[src/rtl/serial_feeder.sv]
// Frame counter plus byte FIFO feeding an 8-bit LSB-first serializer, one byte per 20-cycle frame.
// Define SERIAL_FEEDER_OVF_EN to build the saturating dropped-write counter behind ovf_cnt.
module serial_feeder #(
    parameter int unsigned DEPTH = 8
) (
    input  logic                   sys_clk,
    input  logic                   rst,
    input  logic [7:0]             wr_data,
    input  logic                   wr_valid,
    output logic                   wr_ready,
    output logic [4:0]             scnt,
    output logic [7:0]             data_o,
    output logic                   en_n,
    output logic                   busy,
    output logic                   frame_done,
    output logic [$clog2(DEPTH):0] level,
    output logic [7:0]             ovf_cnt
);
    localparam int unsigned PtrW    = $clog2(DEPTH);
    localparam int unsigned LvlW    = PtrW + 1;
    localparam logic [4:0]  LoadCnt = 5'd3;
    localparam logic [4:0]  LastCnt = 5'd19;

    logic [4:0]      scnt_q, scnt_d;
    logic [PtrW-1:0] wr_ptr_q, wr_ptr_d;
    logic [PtrW-1:0] rd_ptr_q, rd_ptr_d;
    logic [LvlW-1:0] level_q, level_d;
    logic            busy_q, busy_d;
    logic            frame_done_q, frame_done_d;
    logic [7:0]      mem_q [DEPTH];

    logic empty;
    logic wr_fire;
    logic pop;

    assign empty    = (level_q == '0);
    assign wr_ready = (level_q != LvlW'(DEPTH));
    assign wr_fire  = wr_valid & wr_ready;
    // The serializer loads data_o and samples en_n on this same edge.
    assign pop      = (scnt_q == LoadCnt) & ~empty;

    always_comb begin
        scnt_d       = (scnt_q == LastCnt) ? 5'd0 : scnt_q + 5'd1;
        wr_ptr_d     = wr_ptr_q;
        rd_ptr_d     = rd_ptr_q;
        level_d      = level_q;
        busy_d       = busy_q;
        frame_done_d = busy_q & (scnt_q == LastCnt);

        if (wr_fire) begin
            wr_ptr_d = wr_ptr_q + PtrW'(1);
        end
        if (pop) begin
            rd_ptr_d = rd_ptr_q + PtrW'(1);
        end

        unique case ({wr_fire, pop})
            2'b10:   level_d = level_q + LvlW'(1);
            2'b01:   level_d = level_q - LvlW'(1);
            default: level_d = level_q;
        endcase

        if (pop) begin
            busy_d = 1'b1;
        end else if (scnt_q == LastCnt) begin
            busy_d = 1'b0;
        end
    end

    always_ff @(posedge sys_clk or posedge rst) begin
        if (rst) begin
            scnt_q       <= 5'd0;
            wr_ptr_q     <= '0;
            rd_ptr_q     <= '0;
            level_q      <= '0;
            busy_q       <= 1'b0;
            frame_done_q <= 1'b0;
        end else begin
            scnt_q       <= scnt_d;
            wr_ptr_q     <= wr_ptr_d;
            rd_ptr_q     <= rd_ptr_d;
            level_q      <= level_d;
            busy_q       <= busy_d;
            frame_done_q <= frame_done_d;
        end
    end

    // Storage needs no reset: contents are only visible while level is non-zero.
    always_ff @(posedge sys_clk) begin
        if (wr_fire) begin
            mem_q[wr_ptr_q] <= wr_data;
        end
    end

    assign scnt       = scnt_q;
    assign level      = level_q;
    assign en_n       = empty;
    assign data_o     = empty ? 8'h00 : mem_q[rd_ptr_q];
    assign busy       = busy_q;
    assign frame_done = frame_done_q;

`ifdef SERIAL_FEEDER_OVF_EN
    logic [7:0] ovf_q, ovf_d;

    always_comb begin
        ovf_d = ovf_q;
        if (wr_valid && !wr_ready && (ovf_q != 8'hFF)) begin
            ovf_d = ovf_q + 8'd1;
        end
    end

    always_ff @(posedge sys_clk or posedge rst) begin
        if (rst) begin
            ovf_q <= 8'h00;
        end else begin
            ovf_q <= ovf_d;
        end
    end

    assign ovf_cnt = ovf_q;
`else
    assign ovf_cnt = 8'h00;
`endif

endmodule

[config.mk]
export PLATFORM = sky130hd
export DESIGN_NAME = serial_feeder
export DESIGN_NICKNAME = d
export VERILOG_FILES = /design/src/rtl/serial_feeder.sv
export SDC_FILE = /design/constraint.sdc
export NUM_CORES = 1
export LEC_CHECK = 0
export ABC_AREA = 1
export CORE_MARGIN = 2
export CORE_UTILIZATION = 50
export CTS_BUF_LIST = sky130_fd_sc_hd__clkbuf_16
export CTS_CLUSTER_DIAMETER = 30
export DETAILED_ROUTE_END_ITERATION = 10
export GPL_ROUTABILITY_DRIVEN = 0
export HOLD_SLACK_MARGIN = 0.08
export PLACE_DENSITY = 0.78
export SLEW_MARGIN = 5
export SYNTH_ARGS = -nofsm -noshare
export SYNTH_HDL_FRONTEND = slang
export SYNTH_SLANG_ARGS = --single-unit
[constraint.sdc]
create_clock -name sys_clk -period 2 [get_ports sys_clk]
set_input_delay 0.6 -clock sys_clk [delete_from_list [all_inputs] [get_ports sys_clk]]
set_output_delay 0.6 -clock sys_clk [all_outputs]
set_load 0.1 [all_outputs]
==> flow_summary.ini, run 1 <==
[timing]
setup_viol = 12
max_freq_ghz = 0.422
min_period_ns = 2.37
grt_setup_unrepaired = yes
worst_slack_ns = -0.371
hold_viol_final = 0
final.setup_skew_ns = 0.00942
min_period_over_period_pct = 119
hold_slack_ns = 0.559
maxSlewViolCount = 0

[global_route]
overflow = 0
grt_pass1_vias = 2420
met3_usage_pct = 5.28
grt_pass1_wl_um = 12000
gr-usage-met1_pct = 26.8
use_met2_pct = 34.3
top_usage_layer = met2
grt_util_all_layers_pct = 21.1
grt_antenna_before_repair = 0
grt_max_degree = 34

[synthesis]
yosys.cell_types.count = 30
netlist_instances = 307
async_flop_share_pct = 21.0
ys.warnings.count = 0
ys_seq_area_share_pct = 66.4
synthFlopType = edfxtp_1
synth-compound-area-share_pct = 8.89
synth_seq_cells = 81
synthMuxAreaShare_pct = 0
yosys.area_share.simple_pct = 14.5
synthesis.area_sq_mm = 0.00353
syn_avg_cell_area_sq_um = 11.5
synthXorXnorAreaFrac_pct = 1.74
synth-edff-count = 64
synth_top_family_by_area = simple AND/OR/NAND/NOR gates
synthAdderAreaFrac_pct = 2.12

[job]
drv_cap = 0

[routing]
routed_via_density = 5.39
dr_total_vias = 2601
drtIter0Drc = 293
first_pass_iters = 4
wirelength_um = 9080
drc = 0
routedWlPerCell_um = 18.8
antenna_left = 0

[cts]
clk_pin_slew_ns = 0.06
clkSinkCount = 81
insertion_delay_ns = 0.34
clk_path_buf_depth = 2
cts_tree = yes
h-tree-depth = 3
cts_root_buf = clkbuf_16
cts_buffers = 9

[floorplanning]
die_h_um = 88.1
num_rows = 30
coreArea_sq_mm = 0.00683
die_w_um = 88.1
die-area_sq_mm = 0.00776
start_util_pct = 51.7
io_pins = 40

[setup_path]
crit_type = reg -> out
r2r_start = level[0]
r2r-end = level[2]
required_ns = 1.40
r2r_cells = 13
cp-startpoint = rd_ptr_q[0]
worst_setup_path_end_kind = primary output
reg2reg_slack_ns = -0.09
crit_path_end = data_o[0]
crit_arrival_ns = 1.77
startpoint_type = register
crit_fanout = 8

[final_layout]
final_common_cell = edfxtp_1
drive_gt1_share_pct = 42.9
mostFrequentLayoutCells = 64 x edfxtp_1, 37 x nor2_1, 28 x nand2_1
fin_util_pct = 75.6
nets = 399
synthToLayoutAreaGrowth_pct = 46.1
diodes = 0

[run_status]
run_status = finished with violations
violations = negative setup slack

[place]
io_buffers = 31
hpwl_um = 5140

[hold_path]
hold_class = reg -> reg
-- worst max-delay path, stage by stage, from the launching register on --
cell	delay, ns
dfrtp_2	0.46
buf_12	0.15
clkbuf_16	0.16
o21ai_2	0.12
o22ai_1	0.12
nor2_1	0.20
nor2_4	0.06
buf_12	0.16
-- cell usage after synthesis, types with 2 or more instances --
master | count | area [sq um]
dfrtp_1 | 17 | 425
a21oi_1 | 2 | 10.0
xor2_1 | 4 | 35.0
or2_2 | 2 | 12.5
nand3_2 | 2 | 20.0
buf_2 | 2 | 10.0
buf_6 | 4 | 45.0
o22ai_1 | 8 | 50.1
nor2_1 | 65 | 244
o21ai_0 | 7 | 35.0
inv_1 | 18 | 67.6
nand3_1 | 6 | 30.0
xnor2_1 | 3 | 26.3
o21ai_1 | 29 | 145
buf_4 | 11 | 82.6
inv_2 | 3 | 11.3
nand2_1 | 32 | 120
ha_1 | 6 | 75.1
nor2_2 | 6 | 37.5
o211ai_1 | 7 | 52.6
edfxtp_1 | 64 | 1920
-- per-layer routing --
metal	share of wire, %	routed length, um	vias to the layer above
li1	-	-	1185
met1	40	3600	1299
met2	52	4730	100
met3	6.2	567	17
met4	2.0	182	0
met5	0	0	-
-- what timing repair did --
item | CTS | global route
gates cloned | 0 | 2
endpoints found under the setup margin | 9 | 12
buffers inserted | 3 | 13
hold buffers | 0 | 0
pin swaps | 4 | 28
gates resized for setup | 20 | 51
-- through the flow --
step,TNS [ns],area (sq um),worst slack [ns],std cells
after global placement,-5.12,4460,-0.111,449
after global routing,-4.02,5160,-0.468,483
final,-3.09,5160,-0.371,483
after detailed placement,-6.35,4460,-0.164,449
after CTS,-2.43,4830,-0.351,468
after floorplan,-1.10,3710,-0.273,314
-- how the worst min path moves through the flow --
stage / cells past startpoint / startpoint / endpoint / slack, ns
floorplan: 2 / wr_ptr_q[0] / wr_ptr_q[0] / 0.50
global placement: 2 / wr_ptr_q[0] / wr_ptr_q[0] / 0.53
detailed placement: 2 / wr_ptr_q[0] / wr_ptr_q[0] / 0.53
CTS: 2 / wr_ptr_q[0] / wr_ptr_q[0] / 0.55
global route: 1 / scnt[0] / scnt[1] / 0.58
finish: 2 / busy / frame_done / 0.56
-- kinds of logic (layout without fill, tap and decap cells) --
group,after synthesis,in the layout
compound gates,55,55
xor+xnor,7,7
fa+ha+maj,6,6
buf+inv,39,112
flops,81,81
other cells,1,8
simple gates,118,118
-- area by class of cell --
cell class	instances	area [sq um]
repair buffers	75	978
clock buffers	9	225
flip-flops and latches	81	2370
fillers	396	1670
well taps	96	120
inverters	21	90.1
multi-input cells	194	1320
clock inverters	7	52.6
-- registers in the layout, summed over array words and instances, names as in the netlist --
register	cells
scnt	5
rd_ptr_q	3
wr_ptr_q	3
mem_q	64
level	4
frame_done	1
busy	1
Power of run 1 is left out: the tool's default activity adds up to more than one toggle a clock period on the data nets, which glitch-free logic cannot reach.
==> run 2, diff against run 1 <==
CAP_MARGIN = 20   (was default)
==> results of run 2 <==
Final layout, timing and power as in run 1 (identical DEF).
Power of run 2 is left out for the same reason.
==> RTL change (settings of run 1) <==
`DEPTH`: 8 -> 16.
--- a/src/rtl/serial_feeder.sv
+++ b/src/rtl/serial_feeder.sv
@@ -1,7 +1,7 @@
 // Frame counter plus byte FIFO feeding an 8-bit LSB-first serializer, one byte per 20-cycle frame.
 // Define SERIAL_FEEDER_OVF_EN to build the saturating dropped-write counter behind ovf_cnt.
 module serial_feeder #(
-    parameter int unsigned DEPTH = 8
+    parameter int unsigned DEPTH = 16
 ) (
     input  logic                   sys_clk,
     input  logic                   rst,
Interface: changed (resized level); port bits go from 40 to 41. No check against the original RTL was run, so the function may have changed too.
==> RTL change against run 1 <==
The run still ends with setup timing left. Register-to-register slack got worse by 0.23 ns. Area after synthesis increased by 81%. Sequential cell count increased by 67. Routed wire length increased by 94%. Synthesized cell count increased by 91%. Fmax decreased by 10%. Hold slack got worse by 0.037 ns. Global-route usage increased by 5.4 points. Via count increased by 91%. Final area increased by 72%. Worst setup slack got worse by 0.28 ns. Core utilization decreased by 5.0 points.
==> RTL change: results (changes against run 1) <==
[status]
status = finished, violations left
failed_checks = setup timing

[final_layout]
nNonClkInverters = 27  ; +29%
multi_input_area_sq_um = 2210  ; +68%
largest_reg_flops = 128  ; +100%
fin_nets = 708  ; +77%
seq_share = 0.492  ; +0.0319
n_fill_cell = 718  ; +81%
multi_input_cells = 383  ; +97%
drive_above_1_share = 0.335  ; -0.0937
clockNetworkAreaShare = 0.0628  ; +0.00895
clock_buffers = 17  ; +8
n_all_buffers = 111  ; +48%

[logic_synthesis]
synth_edf_count = 128  ; +100%
synthTopCellsByCount = nand2_1 (198), edfxtp_1 (128), nand3_1 (106)
netlist_instances = 586  ; +91%
synth_compound_area_frac = 0.0167  ; -0.0722
synth.area.top_cells = edfxtp_1 (60%), nand2_1 (12%), nand3_1 (8.3%), dfrtp_1 (7.8%), ha_1 (1.8%)
seq_area_frac_synth = 0.680  ; +0.0159
synthAdderAreaFrac = 0.0176  ; -0.00361
synth.distinct_cells = 29  ; -3.3%
synth_xor_xnor_area_share = 0.0137  ; -0.00364
async_flop_share = 0.135  ; -0.0747

[placement]
hpwl_mm = 9.81  ; +91%
portBuffers = 32  ; +3.2%
dp_cells = 821  ; +83%
pre_cts_ws_ns = -0.295  ; -0.131 ns

[grt]
grtUsageMet2 = 0.430  ; +0.0875
use_met1 = 0.346  ; +0.0778
grt_max_degree = 23  ; -32%
grt_pass1_wl_mm = 26.2  ; +120%
grt_util_met3 = 0.0623  ; +0.00953
gr-usage-all-layers = 0.264  ; +0.0536
grt_pass1_vias = 4839  ; +100%

[route]
wl_met2_mm = 8.76  ; +85%
wl_mm = 17.6  ; +94%
drtPass1Iterations = 5  ; +1
viasPerCell = 5.68  ; +5.5%
met1_length_mm = 6.53  ; +82%
met3_length_mm = 1.77  ; +210%
post_drt_wl_per_cell_microns = 20.2  ; +7.4%

[sta]
setup_slack_ns = -0.649  ; -0.277 ns
final-setup-viol-count = 14  ; +2
fin_setup_tns_ns = -5.94  ; -2.85 ns

[setup_path]
crit_fanout = 7  ; -1
ff2ff_path_depth = 15  ; +2
crit_arrival_ns = 2.05  ; +0.28 ns
rr_startpoint = scnt[1]
slowest_delay_ns = 0.48  ; +0.02 ns

[cts]
clk_latency_ns = 0.42  ; +0.08 ns
htreeDepth = 4  ; +1
cts.sinks = 148  ; +83%
cts_buffers = 17  ; +8

==> RTL change: cell types whose count changed in the layout (fill, tap and decap cells not counted), sizes merged, moves of 11 or more <==
cell / delta
buf: +37
o21ai: -32
inv: +11
nand2: +164
nor2: -47
nand3: +98
edfxtp: +64
==> RTL change: per-stage QoR <==
stage / hold WS [ns] / instance area (sq um)
3_3_place_gp: 0.550 / 7730
3_5_place_dp: 0.559 / 7730
4_1_cts: 0.521 / 8660
5_1_grt: 0.552 / 8870
6_report: 0.522 / 8870
2_1_floorplan: 0.564 / 6590
==> RTL change: worst paths after layout <==
kind	slack, ns	endpoint
max	-0.65	data_o[4]
min	0.52	scnt[4]
max reg2reg	-0.32	level[4]
min reg2reg	0.58	frame_done
max in group asynchronous	1.22	level[2]
min in group sys_clk	0.58	frame_done
==> RTL change: repair_timing <==
item | in CTS | in global routing
buffers inserted | 12 | 7
endpoints found under the setup margin | 13 | 15
pin swaps | 24 | 29
gates resized for setup | 50 | 51
hold buffers | 0 | 0
cloned | 4 | 1
